### src/rtl/mem_stage_pkg.sv
// Shared types and constants for the memory stage (mem_stage).
// Holds the FSM state enum, the data-path widths, the default base address
// of the data memory, and the packed layouts of the EXE/MEM and MEM/WB
// pipeline registers.
package mem_stage_pkg;

  localparam int unsigned WORD_W     = 32;
  localparam int unsigned REG_ADDR_W = 4;

  // Byte address that maps onto word 0 of the data memory.
  localparam logic [WORD_W-1:0] DEF_BASE_ADDR = 32'd1024;

  typedef enum logic {
    ST_IDLE   = 1'b0,
    ST_ACCESS = 1'b1
  } state_e;

  typedef struct packed {
    logic                  wb_en;
    logic                  mem_r;
    logic                  mem_w;
    logic [WORD_W-1:0]     alu_res;
    logic [WORD_W-1:0]     st_val;
    logic [REG_ADDR_W-1:0] dest;
  } exmem_t;

  typedef struct packed {
    logic                  wb_en;
    logic                  mem_r;
    logic [WORD_W-1:0]     alu_res;
    logic [WORD_W-1:0]     mem_data;
    logic [REG_ADDR_W-1:0] dest;
  } memwb_t;

endpackage

### src/rtl/mem_stage_if.sv
// Bus between the execute stage, mem_stage and the writeback stage.
//   *_in       : EXE -> MEM operation fields (load/store/ALU result)
//   ready      : MEM -> upstream stall control (0 = freeze)
//   *_out      : MEM/WB register contents
//   fwd_*      : forwarding taps from the EXE/MEM register, present only
//                when MEM_FWD_OUT_EN is defined
// modport master: the side driving the operation (execute stage / bench).
// modport slave : mem_stage itself.
interface mem_stage_if;
  import mem_stage_pkg::*;

  logic                  mem_wb_en_in;
  logic                  mem_r_en_in;
  logic                  mem_w_en_in;
  logic [WORD_W-1:0]     alu_res_in;
  logic [WORD_W-1:0]     st_val_in;
  logic [REG_ADDR_W-1:0] dest_in;

  logic                  ready;
  logic                  wb_en_out;
  logic                  mem_r_en_out;
  logic [WORD_W-1:0]     alu_res_out;
  logic [WORD_W-1:0]     mem_data_out;
  logic [REG_ADDR_W-1:0] dest_out;

`ifdef MEM_FWD_OUT_EN
  logic                  fwd_wb_en;
  logic [REG_ADDR_W-1:0] fwd_dest;
  logic [WORD_W-1:0]     fwd_val;
`endif

  modport master (
    output mem_wb_en_in, mem_r_en_in, mem_w_en_in, alu_res_in, st_val_in, dest_in,
    input  ready, wb_en_out, mem_r_en_out, alu_res_out, mem_data_out, dest_out
`ifdef MEM_FWD_OUT_EN
    , input fwd_wb_en, fwd_dest, fwd_val
`endif
  );

  modport slave (
    input  mem_wb_en_in, mem_r_en_in, mem_w_en_in, alu_res_in, st_val_in, dest_in,
    output ready, wb_en_out, mem_r_en_out, alu_res_out, mem_data_out, dest_out
`ifdef MEM_FWD_OUT_EN
    , output fwd_wb_en, fwd_dest, fwd_val
`endif
  );

endinterface

### src/rtl/mem_stage_data_mem.sv
// data_mem: DEPTH x 32-bit word array with one shared address port.
// Synchronous write, asynchronous (combinational) read, no reset so the
// contents survive a pipeline reset.
//   clk_i   : clock
//   we_i    : write enable (word written on the rising edge)
//   addr_i  : word index
//   wdata_i : write data
//   rdata_o : read data of addr_i
module data_mem
  import mem_stage_pkg::*;
#(
  parameter int unsigned DEPTH = 64
) (
  input  logic                     clk_i,
  input  logic                     we_i,
  input  logic [$clog2(DEPTH)-1:0] addr_i,
  input  logic [WORD_W-1:0]        wdata_i,
  output logic [WORD_W-1:0]        rdata_o
);

  logic [WORD_W-1:0] mem_q [DEPTH];

  always_ff @(posedge clk_i) begin
    if (we_i) begin
      mem_q[addr_i] <= wdata_i;
    end
  end

  assign rdata_o = mem_q[addr_i];

endmodule

### src/rtl/mem_stage.sv
// mem_stage: memory stage of the 5-stage ARM pipeline.
// Holds the EXE/MEM register, performs word loads/stores against an internal
// data memory with WAIT_CYCLES extra access cycles, drives the MEM/WB
// register and stalls upstream (ready=0) while an access is in flight.
//   clk : clock, all state on the rising edge
//   rst : asynchronous active-low reset (memory contents are kept)
//   bus : mem_stage_if.slave (operation in, ready, MEM/WB out, fwd taps)
// Optional: define MEM_FWD_OUT_EN to add the fwd_wb_en/fwd_dest/fwd_val taps.
module mem_stage
  import mem_stage_pkg::*;
#(
  parameter int unsigned       WAIT_CYCLES = 3,
  parameter int unsigned       MEM_DEPTH   = 64,
  parameter logic [WORD_W-1:0] BASE_ADDR   = DEF_BASE_ADDR
) (
  input logic        clk,
  input logic        rst,
  mem_stage_if.slave bus
);

  localparam int unsigned AW    = $clog2(MEM_DEPTH);
  localparam int unsigned CNT_W = (WAIT_CYCLES > 0) ? $clog2(WAIT_CYCLES + 1) : 1;

  state_e           state_q, state_d;
  logic [CNT_W-1:0] cnt_q, cnt_d;
  exmem_t           exmem_q, exmem_d;
  memwb_t           memwb_q, memwb_d;

  logic              memop;
  logic              ready;
  logic              complete;
  logic              mem_we;
  logic [AW-1:0]     word_idx;
  logic [WORD_W-1:0] rdata;

  assign memop    = exmem_q.mem_r | exmem_q.mem_w;
  assign complete = (state_q == ST_ACCESS) && (cnt_q == '0);
  // A load that also has mem_w set is a plain load: never write.
  assign mem_we   = complete & exmem_q.mem_w & ~exmem_q.mem_r;
  // Low two address bits drop out; out-of-range addresses wrap modulo depth.
  assign word_idx = AW'((exmem_q.alu_res - BASE_ADDR) >> 2);

  data_mem #(
    .DEPTH (MEM_DEPTH)
  ) u_data_mem (
    .clk_i   (clk),
    .we_i    (mem_we),
    .addr_i  (word_idx),
    .wdata_i (exmem_q.st_val),
    .rdata_o (rdata)
  );

  always_comb begin
    state_d = state_q;
    cnt_d   = cnt_q;
    ready   = 1'b0;
    unique case (state_q)
      ST_IDLE: begin
        ready = ~memop;
        if (memop) begin
          state_d = ST_ACCESS;
          cnt_d   = CNT_W'(WAIT_CYCLES);
        end
      end
      ST_ACCESS: begin
        if (cnt_q != '0) begin
          cnt_d = cnt_q - CNT_W'(1);
        end else begin
          ready   = 1'b1;
          state_d = ST_IDLE;
        end
      end
      default: state_d = ST_IDLE;
    endcase
  end

  always_comb begin
    exmem_d = exmem_q;
    if (ready) begin
      exmem_d.wb_en   = bus.mem_wb_en_in;
      exmem_d.mem_r   = bus.mem_r_en_in;
      exmem_d.mem_w   = bus.mem_w_en_in;
      exmem_d.alu_res = bus.alu_res_in;
      exmem_d.st_val  = bus.st_val_in;
      exmem_d.dest    = bus.dest_in;
    end
  end

  // While stalled a bubble goes down the pipe: enables drop, data fields hold.
  always_comb begin
    memwb_d       = memwb_q;
    memwb_d.wb_en = 1'b0;
    memwb_d.mem_r = 1'b0;
    if (ready) begin
      memwb_d.wb_en    = exmem_q.wb_en;
      memwb_d.mem_r    = exmem_q.mem_r;
      memwb_d.alu_res  = exmem_q.alu_res;
      memwb_d.dest     = exmem_q.dest;
      memwb_d.mem_data = exmem_q.mem_r ? rdata : '0;
    end
  end

  always_ff @(posedge clk or negedge rst) begin
    if (!rst) begin
      state_q <= ST_IDLE;
      cnt_q   <= '0;
      exmem_q <= '0;
      memwb_q <= '0;
    end else begin
      state_q <= state_d;
      cnt_q   <= cnt_d;
      exmem_q <= exmem_d;
      memwb_q <= memwb_d;
    end
  end

  assign bus.ready        = ready;
  assign bus.wb_en_out    = memwb_q.wb_en;
  assign bus.mem_r_en_out = memwb_q.mem_r;
  assign bus.alu_res_out  = memwb_q.alu_res;
  assign bus.mem_data_out = memwb_q.mem_data;
  assign bus.dest_out     = memwb_q.dest;

`ifdef MEM_FWD_OUT_EN
  // Load data is not available yet, so a load never forwards from here.
  assign bus.fwd_wb_en = exmem_q.wb_en & ~exmem_q.mem_r;
  assign bus.fwd_dest  = exmem_q.dest;
  assign bus.fwd_val   = exmem_q.alu_res;
`endif

endmodule

### src/flat_wrapper.sv
// flat-port wrapper written by rule: the top's interface ports become plain ports
module mem_stage_flat import mem_stage_pkg::*;
#(
  parameter int unsigned       WAIT_CYCLES = 3,
  parameter int unsigned       MEM_DEPTH   = 64,
  parameter logic [WORD_W-1:0] BASE_ADDR   = DEF_BASE_ADDR
)
  (clk, rst, bus_mem_wb_en_in, bus_mem_r_en_in, bus_mem_w_en_in, bus_alu_res_in, bus_st_val_in, bus_dest_in, bus_ready, bus_wb_en_out, bus_mem_r_en_out, bus_alu_res_out, bus_mem_data_out, bus_dest_out);
  mem_stage_if bus_i ();
  input logic clk;
  input logic rst;
  input wire logic [$bits(bus_i.mem_wb_en_in)-1:0] bus_mem_wb_en_in;
  input wire logic [$bits(bus_i.mem_r_en_in)-1:0] bus_mem_r_en_in;
  input wire logic [$bits(bus_i.mem_w_en_in)-1:0] bus_mem_w_en_in;
  input wire logic [$bits(bus_i.alu_res_in)-1:0] bus_alu_res_in;
  input wire logic [$bits(bus_i.st_val_in)-1:0] bus_st_val_in;
  input wire logic [$bits(bus_i.dest_in)-1:0] bus_dest_in;
  output wire logic [$bits(bus_i.ready)-1:0] bus_ready;
  output wire logic [$bits(bus_i.wb_en_out)-1:0] bus_wb_en_out;
  output wire logic [$bits(bus_i.mem_r_en_out)-1:0] bus_mem_r_en_out;
  output wire logic [$bits(bus_i.alu_res_out)-1:0] bus_alu_res_out;
  output wire logic [$bits(bus_i.mem_data_out)-1:0] bus_mem_data_out;
  output wire logic [$bits(bus_i.dest_out)-1:0] bus_dest_out;
  assign bus_i.mem_wb_en_in = bus_mem_wb_en_in;
  assign bus_i.mem_r_en_in = bus_mem_r_en_in;
  assign bus_i.mem_w_en_in = bus_mem_w_en_in;
  assign bus_i.alu_res_in = bus_alu_res_in;
  assign bus_i.st_val_in = bus_st_val_in;
  assign bus_i.dest_in = bus_dest_in;
  assign bus_ready = bus_i.ready;
  assign bus_wb_en_out = bus_i.wb_en_out;
  assign bus_mem_r_en_out = bus_i.mem_r_en_out;
  assign bus_alu_res_out = bus_i.alu_res_out;
  assign bus_mem_data_out = bus_i.mem_data_out;
  assign bus_dest_out = bus_i.dest_out;
  mem_stage #(.WAIT_CYCLES(WAIT_CYCLES), .MEM_DEPTH(MEM_DEPTH), .BASE_ADDR(BASE_ADDR)) u_core (.clk(clk), .rst(rst), .bus(bus_i));
endmodule
### config.mk
export PLATFORM = sky130hd
export DESIGN_NAME = mem_stage_flat
export DESIGN_NICKNAME = d
export VERILOG_FILES = /design/src/rtl/mem_stage_pkg.sv /design/src/rtl/mem_stage_if.sv /design/src/rtl/mem_stage_data_mem.sv /design/src/rtl/mem_stage.sv /design/src/flat_wrapper.sv
export SDC_FILE = /design/constraint.sdc
export NUM_CORES = 2
export LEC_CHECK = 0
export ABC_AREA = 1
export CORE_MARGIN = 3
export CORE_UTILIZATION = 30
export CTS_BUF_LIST = sky130_fd_sc_hd__clkbuf_2 sky130_fd_sc_hd__clkbuf_4 sky130_fd_sc_hd__clkbuf_8
export DETAILED_ROUTE_END_ITERATION = 12
export PLACE_DENSITY_LB_ADDON = 0.2
export SETUP_SLACK_MARGIN = 0.1
export SLEW_MARGIN = 20
export SYNTH_ARGS = -nofsm -noshare
export SYNTH_HDL_FRONTEND = slang
export SYNTH_SLANG_ARGS = --single-unit
export TNS_END_PERCENT = 50
### constraint.sdc
create_clock -name clk -period 4.6 [get_ports clk]
set_input_delay 0.92 -clock clk [delete_from_list [all_inputs] [get_ports clk]]
set_output_delay 0.92 -clock clk [all_outputs]
set_load 0.02 [all_outputs]
==> impl_metrics.py <==
metrics = {
    "final_layout": {
        "fill_cells": 30783,
        "syn_to_final_growth_pct": 16.41,
        "final_area_mm2": 0.1084,
        "final_layout_size_suffix_gt1_share_pct": 11.18,
        "nets": 9447,
    },
    "yosys": {
        "yosys_warnings": 0,
        "async_flop_share_pct": 6.569,
        "syn_area_mm2": 0.09315,
        "synthCells": 9002,
        "synth_edf_count": 2048,
        "ys.flop_type": "edfxtp_1",
        "yosysUniqueCellTypes": 21,
        "yosys_register_bits": 2192,
        "avgSynthCellArea_um2": 10.35,
        "yosysSeqAreaShare_pct": 69.89,
        "syn_nets": 9076,
    },
    "worst_setup_path": {
        "slowest_delay_ps": 700,
        "cp_max_fo": 42,
        "rrSetupSlack_ps": 590,
        "arrival_ps": 4870,
        "required_ps": 5450,
        "end_kind": "flop",
        "worst_path_most_repeated_cell": "nand2_1",
        "rr_worst_depth": 13,
        "path_class": "flop to flop",
        "crit_slowest_cell": "dfrtp_4",
        "start_kind": "flop",
        "worstReg2RegStart": "u_core.exmem_q[38]$_DFFE_PN0N_",
        "worstPathCellList": "inv_8 > buf_12 > buf_12 > buf_4 > nand2_1 > nand3_1 > nand2_1 > o21ai_0 > nand2_1 > nor2_1 > nand2_1 > nand2_1 > nand2_1",
        "worstReg2RegEnd": "u_core.bus.mem_data_out[1]$_DFFE_PN0N_",
    },
    "floorplanning": {
        "die_area_mm2": 0.3172,
        "ios": 144,
        "std_cell_rows": 203,
        "start_util_pct": 30.31,
        "die_h_um": 563.2,
        "coreArea_mm2": 0.3073,
        "die_w_um": 563.2,
    },
    "grt": {
        "antenna_found_initial": 15,
        "track_usage_pct": 18.30,
        "grt_overflow": 0,
        "grt_pass1_wl_um": 425700,
        "grt_pass1_vias": 60505,
        "grt_max_degree": 161,
    },
    "sta": {
        "final_max_slew_viol_count": 0,
        "fin_setup_tns_ps": 0,
        "setup_violations": 0,
        "fmax_mhz": 249.1,
        "worst_hold_slack_ps": 466.0,
        "max_slew.worst_pin.slew_ps": 1091,
        "maxSlewHeadroom_pct": 27.27,
        "setup_ws_ps": 586.2,
        "final_hold_viol_count": 0,
        "fin_skew_ps": 54.28,
        "min_period_over_period_pct": 87.26,
        "rsz0062_at_grt": "no",
        "period_minus_slack_ps": 4014,
    },
    "placement": {
        "pre_cts_ws_ps": 660.9,
        "hpwl_um": 166900,
        "place.gp.congestion": 0.8147,
        "place_area_mm2": 0.1009,
        "io_buffers": 143,
    },
    "detailed_routing": {
        "routed_wl_um": 295500,
        "drtIter0Drc": 5347,
        "wl_per_cell_um": 21.43,
        "drc": 0,
        "ant_nets": 0,
        "viasPerCell": 4.481,
        "vias": 61791,
        "dr.pass1.iters": 6,
    },
    "min_path": {
        "min_path_cells": 2,
        "min_from": "u_core.exmem_q[1]$_DFFE_PN0N_",
        "worstHoldEndpoint": "u_core.bus.dest_out[1]$_DFFE_PN0N_",
        "min_path_type": "flop to flop",
    },
    "cts": {
        "cts_max_level": 5,
        "cts_tree": "built",
        "postCtsSetupBuffers": 0,
        "cts_sinks": 2192,
        "clk_pin_slew_worst_paths_ps": 60,
        "worstSkewPairLatency_ps": 990,
        "cts_resized": 0,
        "clock_path_buffers": 4,
        "cts_made_buffers": 387,
        "root_buffer": "clkbuf_8",
    },
    "power": {
        "peakVddDrop_mv": 0.4983,
        "p_per_area_mw_per_mm2": 590.9,
        "leakage_nw": 47.04,
    },
    "run_status": {
        "status": "completed",
    },
    "job": {
        "maxCapViolations": 0,
    },
}
-- critical path: cells and delay by family (launching register included) --
| kind | cells | cell delay (ps) |
|---|---|---|
| compound gates | 1 | 620 |
| flops | 1 | 700 |
| buf+inv | 4 | 1120 |
| simple gates | 8 | 1280 |
-- Yosys cell counts, drive strengths merged (6+ instances only) --
cell type	number	share of area, %
buf	300	1.6
clkbuf	94	0.38
dfrtp	144	3.9
edfxtp	2048	66
inv	1904	7.7
nand2	2851	11
nand3	968	5.2
nor2	202	0.82
nor3	6	0.032
o211ai	32	0.26
o21ai	321	1.7
or2	128	0.86
-- state kept, by name (all words and copies together), names as in the netlist --
name,cells
u_core.exmem_q,71
u_core.bus.mem_data_out,32
u_core.state_q,1
u_core.bus.wb_en_out,1
u_core.bus.alu_res_out,32
u_core.cnt_q,2
u_core.bus.mem_r_en_out,1
u_core.u_data_mem.mem_q,2048
u_core.bus.dest_out,4
-- metrics by stage --
step	std cells	power [mW]	util, %
4_1_cts	13786	64.89	35.28
3_5_place_dp	13083	47.04	32.84
6_report	13791	64.08	35.28
3_3_place_gp	13083	46.94	32.84
2_1_floorplan	9002	37.28	-
5_1_grt	13788	67.55	35.28
-- final cells by class --
class | instances | area, µm² | area share (%)
antenna | 5 | 12.51 | 0.01154
clock inverter | 155 | 763.2 | 0.7039
clock buffer | 547 | 6715 | 6.193
tap | 4100 | 5130 | 4.731
inverter | 1904 | 7164 | 6.607
multi-input combinational | 4512 | 19590 | 18.06
timing repair buffer | 376 | 3913 | 3.608
sequential | 2192 | 65150 | 60.08
-- cell families after synthesis --
group	count (synthesis)	synth area share, %
and+or+nand+nor	4155	18.40
buffers and inverters	2298	9.689
DFF	2192	69.89
AOI/OAI and AO/OA	356	2.001
adders and majority gates	1	0.01343
-- report_power, final --
group	leakage, nW	internal (mW)	switching (mW)
Sequential	20.3	25.1	1.67
Combinational	22.7	4.77	14.8
Clock	3.99	9.51	8.17
Total	47.0	39.4	24.7
-- layout by cell type (no fill, tap or decap), types with 2 or more instances in the layout --
master           netlist  final
diode_2                0      5
dfrtp_4                0      4
edfxtp_1            2048   2048
dfrtp_2                0     29
buf_12                 0     58
o211ai_1              32     32
inv_1               1901   1900
nor3_2                 0      4
nand2_1             2851   2850
nor2_4                 0     71
clkdlybuf4s50_1        0    142
inv_6                  0      6
or2_2                128    128
nand3_1              968    968
dfrtp_1              144    111
inv_8                  0      5
o21ai_0              263    262
clkinv_2               0     43
nor3_1                 6      2
clkbuf_8               0    418
buf_4                 11    174
clkbuf_4               0    130
nor2_1               199    130
clkinv_1               0     95
clkinvlp_4             0      6
o21ai_1               58     59
bufinv_16              0      2
-- routing by layer --
metal | part of all wire (%) | vias to the layer above | GRT usage (%)
met5 | 0 | - | 0
met1 | 44 | 30428 | 24.31
met3 | 5.2 | 405 | 2.572
li1 | - | 29258 | -
met4 | 2.5 | 0 | 5.137
met2 | 48 | 1700 | 31.13
-- worst max path at each step --
stage                                        start                                       to  slack (ps)  depth (start not counted)
floorplan              u_core.cnt_q[0]$_DFFE_PN0P_  u_core.u_data_mem.mem_q[0][0]$_DFFE_PP_        1320                          6
global placement    u_core.exmem_q[38]$_DFFE_PN0N_   u_core.bus.mem_data_out[1]$_DFFE_PN0N_         630                         13
detailed placement  u_core.exmem_q[38]$_DFFE_PN0N_   u_core.bus.mem_data_out[1]$_DFFE_PN0N_         660                         13
CTS                    u_core.cnt_q[0]$_DFFE_PN0P_                                bus_ready         520                          7
global route           u_core.cnt_q[0]$_DFFE_PN0P_                                bus_ready         440                          7
finish              u_core.exmem_q[38]$_DFFE_PN0N_   u_core.bus.mem_data_out[1]$_DFFE_PN0N_         590                         13
-- repair_timing --
item | CTS | global route
endpoints found under the hold margin | 67 | 0
hold buffers | 1 | 0
endpoints found under the setup margin | 0 | 0
No activity file was read; power rests on OpenSTA's default activity.
